==> src/rtl/sw_pkg.sv <==
// sw_pkg: shared FSM encoding, character codes and array defaults for the
// Smith-Waterman array controller.
package sw_pkg;
    typedef enum logic [2:0] {
        S_IDLE, S_CLR, S_LOAD_Q, S_PAD_Q, S_STREAM, S_DRAIN, S_RESULT
    } state_t;
    localparam logic [1:0] CH_A = 2'd0;
    localparam logic [1:0] CH_C = 2'd1;
    localparam logic [1:0] CH_G = 2'd2;
    localparam logic [1:0] CH_T = 2'd3;
    localparam int PE_NUM_DEF  = 64;
    localparam int SCORE_W_DEF = 16;
endpackage

==> src/rtl/sw_len_cnt.sv <==
// sw_len_cnt: loadable down-counter with zero flag; loaded with (length - 1)
// so the zero flag marks the final beat of a phase.
module sw_len_cnt #(
    parameter int W = 7
) (
    input  logic         clk,
    input  logic         rst,
    input  logic         i_load,
    input  logic [W-1:0] i_val,
    input  logic         i_dec,
    output logic         o_zero
);
    logic [W-1:0] r_cnt;

    always_ff @(posedge clk or negedge rst) begin
        if (!rst)
            r_cnt <= '0;
        else if (i_load)
            r_cnt <= i_val;
        else if (i_dec && r_cnt != '0)
            r_cnt <= r_cnt - W'(1);
    end

    assign o_zero = r_cnt == '0;
endmodule

==> src/rtl/sw_array_ctrl.sv <==
// sw_array_ctrl: sequences a systolic Smith-Waterman array through clear, query
// load/pad, target streaming and drain, then returns the captured max score.
module sw_array_ctrl
    import sw_pkg::*;
#(
    parameter int PE_NUM  = PE_NUM_DEF,
    parameter int SCORE_W = SCORE_W_DEF,
    parameter int TLEN_W  = 16
) (
    input  logic               clk,
    input  logic               rst,
    input  logic               cfg_start,
    input  logic [6:0]         cfg_q_len,
    input  logic [TLEN_W-1:0]  cfg_t_len,
    input  logic               q_valid,
    output logic               q_ready,
    input  logic [1:0]         q_char,
    input  logic               t_valid,
    output logic               t_ready,
    input  logic [1:0]         t_char,
    output logic               arr_rst,
    output logic               arr_S_load,
    output logic               arr_S_valid,
    output logic [1:0]         arr_S,
    output logic               arr_ripple_en,
    output logic [1:0]         arr_T,
    output logic [SCORE_W-1:0] arr_max_in,
    output logic [SCORE_W-1:0] arr_V_in,
    output logic [SCORE_W-1:0] arr_V_alpha,
    output logic [SCORE_W-1:0] arr_F_in,
    input  logic [SCORE_W-1:0] arr_max_out,
    output logic               busy,
    output logic               res_valid,
    input  logic               res_ready,
    output logic [SCORE_W-1:0] res_score,
    output logic               res_err,
    output logic               cfg_err
);
    localparam logic [6:0]        PE_Q     = 7'(PE_NUM);
    localparam logic [TLEN_W-1:0] DRAIN_M1 = TLEN_W'(PE_NUM + 1);

    state_t              r_state, w_next;
    logic [6:0]          r_q_len;
    logic [TLEN_W-1:0]   r_t_len;
    logic                r_busy, r_q_ready, r_t_ready, r_res_valid, r_res_err, r_cfg_err, r_err;
    logic [SCORE_W-1:0]  r_res_score;
    logic                w_start_ok, w_q_beat, w_t_beat, w_q_zero, w_t_zero;

    assign w_start_ok = cfg_start && cfg_q_len != 7'd0 && cfg_q_len <= PE_Q && cfg_t_len != '0;
    assign w_q_beat   = r_state == S_LOAD_Q && q_valid;
    assign w_t_beat   = r_state == S_STREAM && t_valid;

    // query counter covers LOAD_Q then PAD_Q; target counter covers STREAM then DRAIN
    sw_len_cnt #(.W(7)) u_q_cnt (
        .clk    (clk),
        .rst    (rst),
        .i_load (r_state == S_CLR || (w_q_beat && w_q_zero)),
        .i_val  (r_state == S_CLR ? r_q_len - 7'd1 : PE_Q - r_q_len - 7'd1),
        .i_dec  (w_q_beat || r_state == S_PAD_Q),
        .o_zero (w_q_zero)
    );

    sw_len_cnt #(.W(TLEN_W)) u_t_cnt (
        .clk    (clk),
        .rst    (rst),
        .i_load (r_state == S_CLR || (w_t_beat && w_t_zero)),
        .i_val  (r_state == S_CLR ? r_t_len - TLEN_W'(1) : DRAIN_M1),
        .i_dec  (w_t_beat || r_state == S_DRAIN),
        .o_zero (w_t_zero)
    );

    always_ff @(posedge clk or negedge rst) begin
        if (!rst) begin
            r_state     <= S_IDLE;
            r_busy      <= 1'b0;
            r_q_ready   <= 1'b0;
            r_t_ready   <= 1'b0;
            r_res_valid <= 1'b0;
            r_res_score <= '0;
            r_res_err   <= 1'b0;
            r_cfg_err   <= 1'b0;
            r_err       <= 1'b0;
            r_q_len     <= '0;
            r_t_len     <= '0;
        end else begin
            r_state     <= w_next;
            r_busy      <= w_next != S_IDLE;
            r_q_ready   <= w_next == S_LOAD_Q;
            r_t_ready   <= w_next == S_STREAM;
            r_res_valid <= w_next == S_RESULT;
            r_cfg_err   <= r_state == S_IDLE && cfg_start && !w_start_ok;
            if (r_state == S_IDLE && w_start_ok) begin
                r_q_len <= cfg_q_len;
                r_t_len <= cfg_t_len;
                r_err   <= 1'b0;
            end else if (r_state == S_STREAM && !t_valid) begin
                r_err   <= 1'b1;
            end
            if (r_state == S_DRAIN && w_t_zero) begin
                r_res_score <= arr_max_out;
                r_res_err   <= r_err;
            end
        end
    end

    always_comb begin
        w_next = r_state;
        case (r_state)
            S_IDLE:   if (w_start_ok) w_next = S_CLR;
            S_CLR:    w_next = S_LOAD_Q;
            S_LOAD_Q: if (w_q_beat && w_q_zero) w_next = (r_q_len == PE_Q) ? S_STREAM : S_PAD_Q;
            S_PAD_Q:  if (w_q_zero) w_next = S_STREAM;
            S_STREAM: if (w_t_beat && w_t_zero) w_next = S_DRAIN;
            S_DRAIN:  if (w_t_zero) w_next = S_RESULT;
            S_RESULT: if (res_ready) w_next = S_IDLE;
            default:  w_next = S_IDLE;
        endcase
    end

    always_comb begin
        arr_rst       = r_state == S_CLR;
        arr_S_load    = w_q_beat || r_state == S_PAD_Q;
        arr_S_valid   = w_q_beat;
        arr_S         = w_q_beat ? q_char : CH_A;
        arr_ripple_en = w_t_beat;
        arr_T         = w_t_beat ? t_char : CH_A;
    end

    assign arr_max_in  = '0;
    assign arr_V_in    = '0;
    assign arr_V_alpha = '0;
    assign arr_F_in    = '0;
    assign q_ready     = r_q_ready;
    assign t_ready     = r_t_ready;
    assign busy        = r_busy;
    assign res_valid   = r_res_valid;
    assign res_score   = r_res_score;
    assign res_err     = r_res_err;
    assign cfg_err     = r_cfg_err;
endmodule
==> config.mk <==
export PLATFORM = sky130hd
export DESIGN_NAME = sw_array_ctrl
export DESIGN_NICKNAME = d
export VERILOG_FILES = /design/src/rtl/sw_pkg.sv /design/src/rtl/sw_len_cnt.sv /design/src/rtl/sw_array_ctrl.sv
export SDC_FILE = /design/constraint.sdc
export NUM_CORES = 1
export LEC_CHECK = 0
export ABC_AREA = 1
export BUFFER_PORTS_ARGS = -buffer_cell sky130_fd_sc_hd__buf_4
export CAP_MARGIN = 20
export CELL_PAD_IN_SITES_DETAIL_PLACEMENT = 2
export CELL_PAD_IN_SITES_GLOBAL_PLACEMENT = 2
export CORE_MARGIN = 10
export CORE_UTILIZATION = 28
export DETAILED_ROUTE_END_ITERATION = 6
export GPL_ROUTABILITY_DRIVEN = 0
export PLACE_DENSITY_LB_ADDON = 0.15
export SLEW_MARGIN = 30
export SYNTH_ARGS = -nofsm -noshare
export SYNTH_HDL_FRONTEND = slang
export SYNTH_SLANG_ARGS = --single-unit
export TNS_END_PERCENT = 5
==> constraint.sdc <==
create_clock -name clk -period 2.46 [get_ports clk]
set_clock_uncertainty 0.05 [all_clocks]
set_input_delay 0.246 -clock clk [delete_from_list [all_inputs] [get_ports clk]]
set_output_delay 0.246 -clock clk [all_outputs]
set_load 0.05 [all_outputs]
==> summary.md, run 1 <==
| Metric | Value |
|---|---|
| Status | finished clean |
| Leak | 2.81 nW |
| Critical Path Stages | 11 |
| Routed wire length | 15.5 mm |
| Startpoint class of the critical path | flop |
| WHS Path Cells | 3 |
| Post-layout min period | 2130 ps |
| Area grow syn2layout | 20.4% |
| CTS tree | yes |
| Maximum clock rate | 0.469 GHz |
| Unrepaired setup endpoints after global routing | false |
| Die area | 22000 µm² |
| Post-synthesis cell area | 4620 µm² |
| Vias | 4182 |
| Antenna Violating Nets Remaining | 0 |
| Setup violators final | 0 |
| Largest area contributor in the netlist | dfrtp_1 |
| Top cell type's share of synthesized area | 39.0% |
| Clk root buf | clkbuf_16 |
| Register-to-Register Path Depth | 11 |
| # clock sinks | 72 |
| CP max-delay cell | dfrtp_1 |
| Synth cell types | 35 |
| Rows | 46 |
| FF+latch count, synth | 72 |
| Max FO, Critical Path | 10 |
| Max VDD drop | 461 µV |
| WP buf/inv | 3 |
| Final slew viol count | 0 |
| Largest net degree at the start of global routing | 73 |
| Core footprint | 16000 µm² |
| CTS buffer count | 9 |
| Critical path class | flop to flop |
| Port Buffers | 78 |
| Final hold slack | 71.5 ps |
| Top_reg_cell synth | dfrtp_1 |
| Critical path required time | 2630 ps |
| Ant diodes | 0 |
| Die X | 148 µm |
| H-tree depth | 3 |
| Family with the most delay on the worst path | simple AND/OR/NAND/NOR gates |
| Met1 Wirelength | 6.05 mm |
| EDFF count, synth | 0 |
| Fin worst setup slack | 327 ps |
| Initial antenna violation count | 0 |
| Async SR Flop Fraction | 100% |
| # placed instances | 908 |
| Wire per inst | 16.8 µm |
| Final Power | 0.00640 W |
| Ranking of synthesized cells by area | dfrtp_1 39%, nand2_1 12%, buf_4 10% |
| Worst-Skew Late Latency | 340 ps |
| Synthesis Warnings | 0 |
| Crit-path cells | inv_1 -> ha_1 -> nand2_1 -> nor2_4 -> inv_1 -> nand2_1 -> nand3_2 -> inv_1 -> a21oi_1 -> o21ai_0 -> nand2_1 |
| DR iter-0 viols | 147 |
| Global route overflow | 0 |
| Nets | 757 |
| Initial Util | 28.9% |
| Post-synthesis sequential area ratio | 39.0% |
| Post-Syn Area per Cell | 7.47 µm² |
| Wire length on met3 | 617 µm |
| Cells after Synth | 618 |
| Final TNS setup | 0 ps |
| Layout cells sized above 1 | 18.8% |
| Reg clk slew, reported paths | 60 ps |
| Post-Layout Cell Count | 925 |
| Final hold violation count | 0 |
| DRC viols | 0 |
| Die Height | 148 µm |
| First-pass GRT wire length | 25.6 mm |
| Crit share post-route | 86.7% |
| Io pins | 143 |
| Post_cts resized | 0 |
| Post-Place Setup Slack | 293 ps |
| Pre-Repair DR Iteration Count | 4 |
| Worst setup EP type | flop |
| # Max-Cap Violations | 0 |
| Hold Path Class | input port to flop |
| CP peak stage delay | 370 ps |
| CTS Buffer Depth | 2 |
| Pwr/cell area | 1150 nW/µm² |
| Vias in the first global route | 4908 |
| Worst EP arrival | 2300 ps |
| Total GRT Usage | 14.4% |
| Top Layer Used | met4 |
| Post-DP HPWL | 12.1 mm |
| WL met2 | 8.64 mm |
| Vias per std cell | 4.52 |
## cells by family after synthesis
logic type,after synthesis,share of synthesized area (%)
AND/OR/NAND/NOR,299,27.7
buffers and inverters,139,17.1
AO/OA/AOI/OAI,75,8.83
flip-flops,72,39.0
multiplexers,16,3.90
XOR/XNOR,12,2.28
adder cells (fa/ha/maj),4,1.08
other,1,0.0812
## sequential cells by signal (all words and copies together), names as in the netlist
name	flops
r_t_len	16
res_score	16
u_t_cnt.r_cnt	16
r_q_len	7
u_q_cnt.r_cnt	7
r_state	3
busy	1
cfg_err	1
q_ready	1
r_err	1
res_err	1
res_valid	1
t_ready	1
## timing repair
action	4_1_cts	5_1_grt
endpoints found under the hold margin	72	0
buffers inserted	0	0
hold buffers	1	0
## path summary, 6_finish.rpt
kind | startpoint | endpoint | slack [ps]
max | u_q_cnt.r_cnt[0] | u_q_cnt.r_cnt[2] | 330
min | cfg_q_len[2] | r_q_len[2] | 70
max reg2reg | u_q_cnt.r_cnt[0] | u_q_cnt.r_cnt[2] | 330
min reg2reg | res_score[12] | res_score[12] | 460
max in group asynchronous | rst | r_state[0] | 1600
min in group asynchronous | rst | r_t_len[11] | 420
## cell usage in the layout (no fill, tap or decap), types with 5 or more instances in the layout
cell / count
nor2_1: 81
mux2_2: 16
nand4_1: 6
nand3_1: 47
a21oi_1: 9
xor2_1: 7
o21ai_0: 54
nand2_1: 148
clkbuf_16: 9
dfrtp_1: 72
inv_1: 63
conb_1: 64
xnor2_1: 5
buf_4: 83
## tightest hold or removal path: cells and delay by family
kind	cells	cell delay, ps
buffers and inverters	1	80
AOI/OAI and AO/OA	1	60
and+or+nand+nor	1	40
## metrics by stage
step | area, µm² | utilization, %
4_1_cts | 5560 | 34.7
3_3_place_gp | 5230 | 32.7
3_5_place_dp | 5230 | 32.7
6_report | 5560 | 34.7
5_1_grt | 5560 | 34.7
2_1_floorplan | 4860 | -
## area by class of cell
class / instances / area [µm²]
fillers: 1969 / 10400
multi-input cells: 470 / 2270
flip-flops and latches: 72 / 1800
repair buffers: 85 / 653
clock buffers: 14 / 284
well taps: 216 / 270
inverters: 66 / 248
clock inverters: 2 / 35.0
## per-layer routing
layer,vias to the layer above,GRT usage [%]
met5,-,0
met4,0,3.91
met3,16,4.25
met2,66,27.5
met1,2093,14.9
li1,2007,-
## cell usage after synthesis, types with 3 or more instances
cell	n
xnor2_1	5
nand3_1	47
o21ai_0	54
o211ai_1	4
xor2_1	7
ha_1	4
a21oi_1	9
nor2_4	3
buf_2	5
buf_4	64
buf_6	3
nand4_1	6
nor2_1	81
inv_1	63
inv_2	3
mux2_2	16
nand2_1	148
dfrtp_1	72
## where the power goes
part / total, W / internal (W) / switching [W]
combinational: 0.00304 / 0.000899 / 0.00214
sequential: 0.00196 / 0.00161 / 0.000356
clock: 0.00139 / 0.000895 / 0.000500
No activity file was read; power rests on OpenSTA's default activity.
==> run 2, diff against run 1 <==
- REMOVE_ABC_BUFFERS: default -> 1
==> summary.md, run 2 (synthesis gave the netlist of run 1 again) <==
| Metric | Value |
|---|---|
| Status | finished clean |
| H-tree depth | 3 (unchanged) |
| # placed instances | 907 (-0.11%) |
| Ant diodes | 0 (unchanged) |
| Clk root buf | clkbuf_16 |
| Actual slew at the worst max-slew pin | 594 ps |
| Total GRT Usage | 14.2% (-0.20 points) |
| Worst setup EP type | output pin |
| Core footprint | 16000 µm² (unchanged) |
| Leak | 2.79 nW (-0.49%) |
| Critical path required time | 2160 ps (-470 ps) |
| Routed wire length | 15.3 mm (-1.6%) |
| CTS Buffer Depth | 2 (unchanged) |
| Area grow syn2layout | 20.0% |
| Final Power | 0.00642 W (+0.32%) |
| Final hold slack | 57.4 ps (-14.1 ps) |
| Vias per std cell | 4.54 (+0.32%) |
| Antenna Violating Nets Remaining | 0 (unchanged) |
| Final hold violation count | 0 (unchanged) |
| Setup violators final | 0 (unchanged) |
| Largest net degree at the start of global routing | 41 (-44%) |
| Post-layout min period | 2120 ps (-10.6 ps) |
| Port Buffers | 78 (unchanged) |
| Pre-Repair DR Iteration Count | 4 (unchanged) |
| First-pass GRT wire length | 25.4 mm (-0.73%) |
| DRC viols | 0 (unchanged) |
| Unrepaired setup endpoints after global routing | false |
| Relative slew margins | 60.4% |
| Critical path class | flop to output pin |
| Initial antenna violation count | 0 (unchanged) |
| Post-Layout Cell Count | 924 (-0.11%) |
| Filler cells | 1973 (+0.20%) |
| Placed Area | 5220 µm² (-0.24%) |
| Hold Path Class | input port to flop |
| Worst-Skew Late Latency | 350 ps (about the same) |
| Reg clk slew, reported paths | 60 ps (about the same) |
| Vias in the first global route | 4744 (-3.3%) |
| Global route overflow | 0 (unchanged) |
| Io pins | 143 (unchanged) |
| Initial Util | 28.9% (unchanged) |
| Die Height | 148 µm (unchanged) |
| Design area | 5540 µm² (-0.27%) |
| Max VDD drop | 447 µV (-3.2%) |
| Layout cells sized above 1 | 18.6% (-0.11 points) |
| DR iter-0 viols | 179 (+22%) |
| Nets | 756 (-0.13%) |
| Leading cell type in the layout, fill and taps excluded | nand2_1 |
| Die area | 22000 µm² (unchanged) |
| Vias | 4191 (+0.22%) |
| Rows | 46 (unchanged) |
| # clock sinks | 72 (unchanged) |
| Crit share post-route | 86.3% (-0.43 points) |
| Die X | 148 µm (unchanged) |
| Max FO, Critical Path | 5 (-5) |
| Wire per inst | 16.6 µm (-1.5%) |
| Post-DP HPWL | 12.1 mm (about the same) |
| CTS tree | yes |
| Pwr/cell area | 1160 nW/µm² (+0.59%) |
| Commonest non-fill, non-tap cells in the layout | 148 x nand2_1, 82 x buf_4, 81 x nor2_1 |
| Maximum clock rate | 0.471 GHz (+0.50%) |
| Post-layout util | 34.6% (-0.094 points) |
| Worst EP arrival | 1830 ps (-470 ps) |
| CTS buffer count | 9 (unchanged) |
| Final slew viol count | 0 (unchanged) |
| Startpoint class of the critical path | flop |
| # Max-Cap Violations | 0 (unchanged) |
run 2: worst paths after layout:
kind                                  start           endpoint  slack, ps  cells past startpoint
setup / recovery                 r_state[1]           arr_T[0]        340                      6
hold / removal                      t_valid              r_err         60                      2
setup reg to reg           u_q_cnt.r_cnt[0]   u_q_cnt.r_cnt[2]        380                     11
hold reg to reg                     res_err            res_err        450                      2
max in group asynchronous               rst  u_t_cnt.r_cnt[12]       1360                      3
min in group asynchronous               rst         r_t_len[5]        400                      2
run 2: metal layers:
layer / vias up / GRT usage (%) / share of wire, %
met5: - / 0 / 0
met4: 0 / 3.62 / 1.2
met3: 13 / 4.61 / 6.0
met2: 104 / 24.6 / 50
met1: 2064 / 16.6 / 43
li1: 2010 / - / -
run 2: worst max-delay path: stages, from the launching register on:
cell and delay [ps]:
dfrtp_1 440, inv_1 110, nand2_2 90, nor3_1 340
inv_1 160, nor2_1 130, buf_4 210
run 2: through the flow:
stage	setup slack [ps]	TNS (ps)
after CTS	262	0
after detailed placement	350	0
after global placement	429	0
final	338	0
after global routing	138	0
after floorplan	-446	-2990
run 2: cell type report:
class                      count  area (µm²)  area share (%)
multi-input combinational    470        2260            40.8
sequential                    72        1800            32.5
timing repair buffer          84         646            11.6
tap                          216         270            4.87
clock buffer                  11         253            4.56
inverter                      66         248            4.47
clock inverter                 5        63.8            1.15
run 2: where the power goes:
group          switching [W]  leakage (nW)  internal, W
Sequential          0.000355         0.883      0.00161
Clock               0.000572         0.152     0.000849
Combinational        0.00213          1.76     0.000901
run 2: timing repair:
action                                 CTS  global route
gates resized for setup                  0             0
setup buffers                            0             0
endpoints found under the hold margin   39             0
hold buffers                             1             0
setup endpoints to repair                0             0
